**src/rtl/maze_solver_dfs.sv**
```systemverilog
// maze_solver_dfs: depth-first maze solver with a direction stack, overflow detection and path replay
module maze_solver_dfs #(
  parameter int XW = 4,
  parameter int YW = 4,
  parameter int XMAX = 15,
  parameter int YMAX = 15,
  parameter int DEPTH = 256,
  parameter int PW = $clog2(DEPTH + 1)
) (
  input  logic          clk,
  input  logic          rst,
  input  logic          start,
  input  logic [XW-1:0] goal_x,
  input  logic [YW-1:0] goal_y,
  input  logic          run,
  input  logic          dout,
  output logic [XW-1:0] x,
  output logic [YW-1:0] y,
  output logic          wr,
  output logic          done,
  output logic          fail,
  output logic          overflow,
  output logic [1:0]    move,
  output logic          move_valid,
  output logic [PW-1:0] path_len
);
  localparam int AW = DEPTH > 1 ? $clog2(DEPTH) : 1;
  localparam logic [XW-1:0] XM = XW'(XMAX);
  localparam logic [YW-1:0] YM = YW'(YMAX);
  localparam logic [PW-1:0] FULL = PW'(DEPTH);
  typedef enum logic [2:0] {IDLE, INIT, PROBE, BACK, DONE, REPLAY, FAIL} state_t;
  state_t state, state_n;
  logic [XW-1:0] cur_x, cur_x_n, gx, gx_n, nx, bx;
  logic [YW-1:0] cur_y, cur_y_n, gy, gy_n, ny, by;
  logic [1:0] d, d_n, top;
  logic [PW-1:0] sp, sp_n, r, r_n;
  logic ovf, ovf_n, push, inb, free;
  logic [1:0] stack [DEPTH];
  assign top = stack[AW'(sp - 1'b1)];
  assign nx = d == 2'd1 ? cur_x + 1'b1 : d == 2'd2 ? cur_x - 1'b1 : cur_x;
  assign ny = d == 2'd0 ? cur_y - 1'b1 : d == 2'd3 ? cur_y + 1'b1 : cur_y;
  // Out-of-bounds neighbours count as walls without consulting the memory
  assign inb = d == 2'd0 ? cur_y != '0 : d == 2'd1 ? cur_x != XM : d == 2'd2 ? cur_x != '0 : cur_y != YM;
  assign free = inb && !dout;
  assign bx = top == 2'd1 ? cur_x - 1'b1 : top == 2'd2 ? cur_x + 1'b1 : cur_x;
  assign by = top == 2'd0 ? cur_y + 1'b1 : top == 2'd3 ? cur_y - 1'b1 : cur_y;
  always_comb begin
    state_n = state;
    cur_x_n = cur_x;
    cur_y_n = cur_y;
    d_n = d;
    sp_n = sp;
    r_n = r;
    gx_n = gx;
    gy_n = gy;
    ovf_n = ovf;
    push = 1'b0;
    wr = 1'b0;
    x = cur_x;
    y = cur_y;
    case (state)
      IDLE, DONE, FAIL: begin
        if (state == IDLE) begin
          x = '0;
          y = '0;
        end
        if (state == DONE && run) begin
          r_n = '0;
          state_n = REPLAY;
        end else if (start) begin
          gx_n = goal_x;
          gy_n = goal_y;
          cur_x_n = '0;
          cur_y_n = '0;
          sp_n = '0;
          d_n = '0;
          ovf_n = 1'b0;
          state_n = INIT;
        end
      end
      INIT: begin
        if (dout) state_n = FAIL;
        else begin
          wr = 1'b1;
          state_n = (gx == '0 && gy == '0) ? DONE : PROBE;
        end
      end
      PROBE: begin
        x = nx;
        y = ny;
        if (free && sp == FULL) begin
          ovf_n = 1'b1;
          state_n = FAIL;
        end else if (free) begin
          wr = 1'b1;
          push = 1'b1;
          sp_n = sp + 1'b1;
          cur_x_n = nx;
          cur_y_n = ny;
          d_n = '0;
          if (nx == gx && ny == gy) state_n = DONE;
        end else if (d != 2'd3) d_n = d + 1'b1;
        else state_n = BACK;
      end
      BACK: begin
        if (sp == '0) state_n = FAIL;
        else begin
          sp_n = sp - 1'b1;
          cur_x_n = bx;
          cur_y_n = by;
          if (top != 2'd3) begin
            d_n = top + 1'b1;
            state_n = PROBE;
          end
        end
      end
      REPLAY: begin
        r_n = r + 1'b1;
        if (sp == '0 || r == sp - 1'b1) state_n = DONE;
      end
      default: state_n = IDLE;
    endcase
  end
  always_ff @(posedge clk or posedge rst) begin
    if (rst) begin
      state <= IDLE;
      cur_x <= '0;
      cur_y <= '0;
      gx <= '0;
      gy <= '0;
      d <= '0;
      sp <= '0;
      r <= '0;
      ovf <= 1'b0;
    end else begin
      state <= state_n;
      cur_x <= cur_x_n;
      cur_y <= cur_y_n;
      gx <= gx_n;
      gy <= gy_n;
      d <= d_n;
      sp <= sp_n;
      r <= r_n;
      ovf <= ovf_n;
    end
  end
  always_ff @(posedge clk) begin
    if (push) stack[AW'(sp)] <= d;
  end
  assign done = state == DONE || state == REPLAY;
  assign fail = state == FAIL;
  assign overflow = ovf;
  assign move_valid = state == REPLAY && sp != '0;
  assign move = move_valid ? stack[AW'(r)] : 2'b00;
  assign path_len = sp;
endmodule

```
**config.mk**
```make
export PLATFORM = sky130hd
export DESIGN_NAME = maze_solver_dfs
export DESIGN_NICKNAME = d
export VERILOG_FILES = /design/src/rtl/maze_solver_dfs.sv
export SDC_FILE = /design/constraint.sdc
export NUM_CORES = 1
export LEC_CHECK = 0
export ABC_AREA = 1
export BUFFER_PORTS_ARGS = -buffer_cell sky130_fd_sc_hd__buf_2
export CELL_PAD_IN_SITES_DETAIL_PLACEMENT = 2
export CELL_PAD_IN_SITES_GLOBAL_PLACEMENT = 2
export CORE_MARGIN = 2
export CORE_UTILIZATION = 43
export DETAILED_ROUTE_END_ITERATION = 16
export PLACE_DENSITY = 0.92
export SETUP_SLACK_MARGIN = 0.1
export SYNTH_ARGS = -nofsm -noshare
export SYNTH_HDL_FRONTEND = slang
export SYNTH_SLANG_ARGS = --single-unit
```
**constraint.sdc**
```tcl
create_clock -name clk -period 13.47 [get_ports clk]
set_input_delay 2.0205 -clock clk [delete_from_list [all_inputs] [get_ports clk]]
set_output_delay 2.0205 -clock clk [all_outputs]
set_load 0.02 [all_outputs]
```
==> reports/qor.csv <==
stage,metric,value,unit
synthesis,synth-compound-area-share,15.1,%
power,irDropWorstVdd,153,uV
clocking,cts_sinks,552,
setup_path,crit_slowest_cell,dfrtp_4,
power,power_density,271,nW/um^2
synthesis,avgSynthCellArea,8.48,sq um
finish,final_layout_size_suffix_gt1_share,6.42,%
timing,tightest_slew,1400,ps
floorplanning,die-height,267,microns
grt,grt_util_all_layers,43.6,%
timing,setup_viol,0,
timing,grt_setup_unrepaired,false,
synthesis,synth_edf_count,512,
power,p_sw_share,53.0,%
routing,dr.pass1.iters,7,
place,io_buffers,36,
synthesis,synth_simple_gate_area_share,22.5,%
status,outcome,completed,
floorplanning,die_w,267,microns
finish,post-route-cell-area,32600,sq um
place,place.gp.congestion,0.903,
routing,ant_nets,0,
synthesis,syn_area,29800,sq um
finish,n_fill_cell,7303,
setup_path,worst_ep_arrival_time,5950,ps
setup_path,cp-start-kind,flip-flop,
setup_path,path_common_cell,nand3_1,
timing,setup_tns,0,ps
synthesis,yosysWarnings,0,
synthesis,synth_xor_area_share,0.584,%
setup_path,cp_max_fo,70,
floorplanning,core-area,68600,sq um
finish,final_nets,3424,
finish,mostFrequentLayoutCell,nor2_1,
setup_path,max_stage_delay,890,ps
finish,syn2layout_area_growth,9.26,%
power,p_clk_share,21.7,%
floorplanning,io_pins,37,
place,dp_hpwl,80200,microns
grt,grt_overflow_total,0,
routing,wl,157000,microns
power,comb_power_share,52.8,%
routing,via_per_inst,6.99,
grt,grt_pass1_wl,228000,microns
routing,route.vias.total,30600,
timing,period_share,59.2,%
timing,worst_slack,5500,ps
setup_path,path_cells,"inv_6, buf_4, o21ai_0, o22ai_1, nand2_1, nand3_1, nand3_1, o21ai_1, nand2_1, nand3_1, nand3_1, a21oi_1, buf_2",
power,p_leak,11.7,nW
setup_path,r2r_slack,6200,ps
timing,max_freq,125,MHz
synthesis,synth_flop_cell,edfxtp_1,
floorplanning,die_area,71400,sq um
clocking,tritoncts,built,
clocking,numCtsBuffers,67,
timing,drv_slew,0,
power,internal_power,4.15,mW
routing,drc_errors,0,
grt,grt_max_degree,202,
power,switchingPower,4.68,mW
floorplanning,num_rows,96,
floorplanning,start_util,43.4,%
setup_path,crit_type,flip-flop to output pin,
timing,hold_slack,543,ps
setup_path,critical_path_required,11450,ps
setup_path,worst-path-buf-inv,3,
grt,grt_antenna_before_repair,10,
setup_path,cp-end-kind,output pin,
clocking,cts_buffer_depth,3,
grt,grt_pass1_vias,33000,
job,drv_cap,0,
clocking,cts_repair_resize_count,0,
clocking,clock_latency,680,ps
clocking,cts_setup_buffers,0,
clocking,ctsRootBufferMaster,clkbuf_16,
clocking,cts_hold_buf,0,
synthesis,synth.area.mux_share,0.0336,%
timing,fin_worst_skew,43.9,ps
timing,final_hold_viol_count,0,
power,power_frac_seq,25.5,%
synthesis,seq_area_frac_synth,55.0,%
synthesis,ys_types,41,
clocking,path_clk_slew,80,ps
place,pre_cts_slack,6940,ps
synthesis,synth.net_count,3543,
synthesis,syn_inst,3513,
routing,drt_iter0_markers,4584,
clocking,htree_num_levels,3,
finish,final_cell_mix,"781 x nor2_1, 512 x edfxtp_1, 495 x nand2_1",
place,detailed_place.area,30400,sq um
synthesis,async_reset_ff_share,7.25,%
hold_path,hold_path_class,flip-flop to flip-flop,
synthesis,ys_ff_latch,552,
setup_path,critPathTopFamily,buffers and inverters,
timing,max_slew_margin,6.69,%
routing,detail_route.wl_per_cell,35.9,microns
synthesis,yosys.area_share.adder,0.714,%
synthesis,synth_top_family_by_area,simple AND/OR/NAND/NOR gates,
timing,period_needed,7970,ps
-- cells by family after synthesis --
group,after synthesis
buffers and inverters,452
flip-flops,552
XOR/XNOR,19
multiplexers,1
adder cells (fa/ha/maj),17
AND/OR/NAND/NOR,1643
AO/OA/AOI/OAI,829
-- Yosys cell counts, types with 40 or more instances --
master	number	area [sq um]
a21oi_1	120	601
buf_2	94	470
clkbuf_1	143	537
dfrtp_1	40	1000
edfxtp_1	512	15400
inv_1	176	661
nand2_1	500	1880
nand3_1	325	1630
nor2_1	781	2930
o211ai_1	46	345
o21ai_0	493	2470
o22ai_1	127	795
-- sequential cells by signal, summed over array words and instances (netlist names) --
register  flops
cur_y         4
state         3
cur_x         4
stack       512
path_len      9
overflow      1
gx            4
gy            4
d             2
r             9
-- worst reg2reg max path, stage by stage, from the launching register on --
cell and delay, ps:
dfrtp_4 950, inv_6 420, ha_4 560, inv_4 800
buf_4 970, nor2_1 200, o21ai_0 210, nand2_1 150
o21ai_0 340, o221ai_1 270, nand3_1 160, nand3_1 470
nand3_1 260, nand2_1 210, ha_1 260, nand2_1 140
o22ai_1 110, a21oi_1 340, nand3_1 180, nand2_1 110
nand2_1 50
-- layout make-up --
class                   instances  area, sq um  area share, %
clock inverters                34          327           1.00
diodes                          3         7.51         0.0231
multi-input cells            2509        11700           35.8
flip-flops and latches        552        16400           50.4
inverters                     191          734           2.26
clock buffers                  83         1790           5.50
well taps                     931         1160           3.58
repair buffers                 73          470           1.44
-- worst paths after layout --
| check | from | endpoint | cells past startpoint |
|---|---|---|---|
| setup / recovery | r[1] | move[1] | 13 |
| hold / removal | gy[1] | gy[1] | 2 |
| setup reg to reg | path_len[0] | state[1] | 20 |
| hold reg to reg | gy[1] | gy[1] | 2 |
| max in group asynchronous | rst | r[0] | 2 |
| min in group asynchronous | rst | state[2] | 2 |
-- power by group through the flow --
stage	Clock, mW	Sequential, mW	Combinational (mW)
floorplan	0	2.24	2.52
global placement	0	2.26	3.81
detailed placement	0	2.27	4.11
CTS	1.90	2.24	4.39
global route	1.95	2.25	4.78
finish	1.92	2.25	4.66
-- per-layer routing --
metal,global-route usage (%),share of wire (%),up-vias
met3,13.2,11,993
met1,50.1,34,15300
met4,34.4,9.2,16
li1,-,-,11900
met2,68.1,45,2381
met5,0,0.067,-
-- per-stage QoR --
step,instances,total power [mW],util [%]
floorplan,3513,4.76,-
global placement,4256,6.07,44.4
detailed placement,4256,6.38,44.4
CTS,4373,8.52,47.5
global route,4373,8.98,47.5
finish,4376,8.83,47.5
Note: power is estimated with default switching activity, not from simulation.
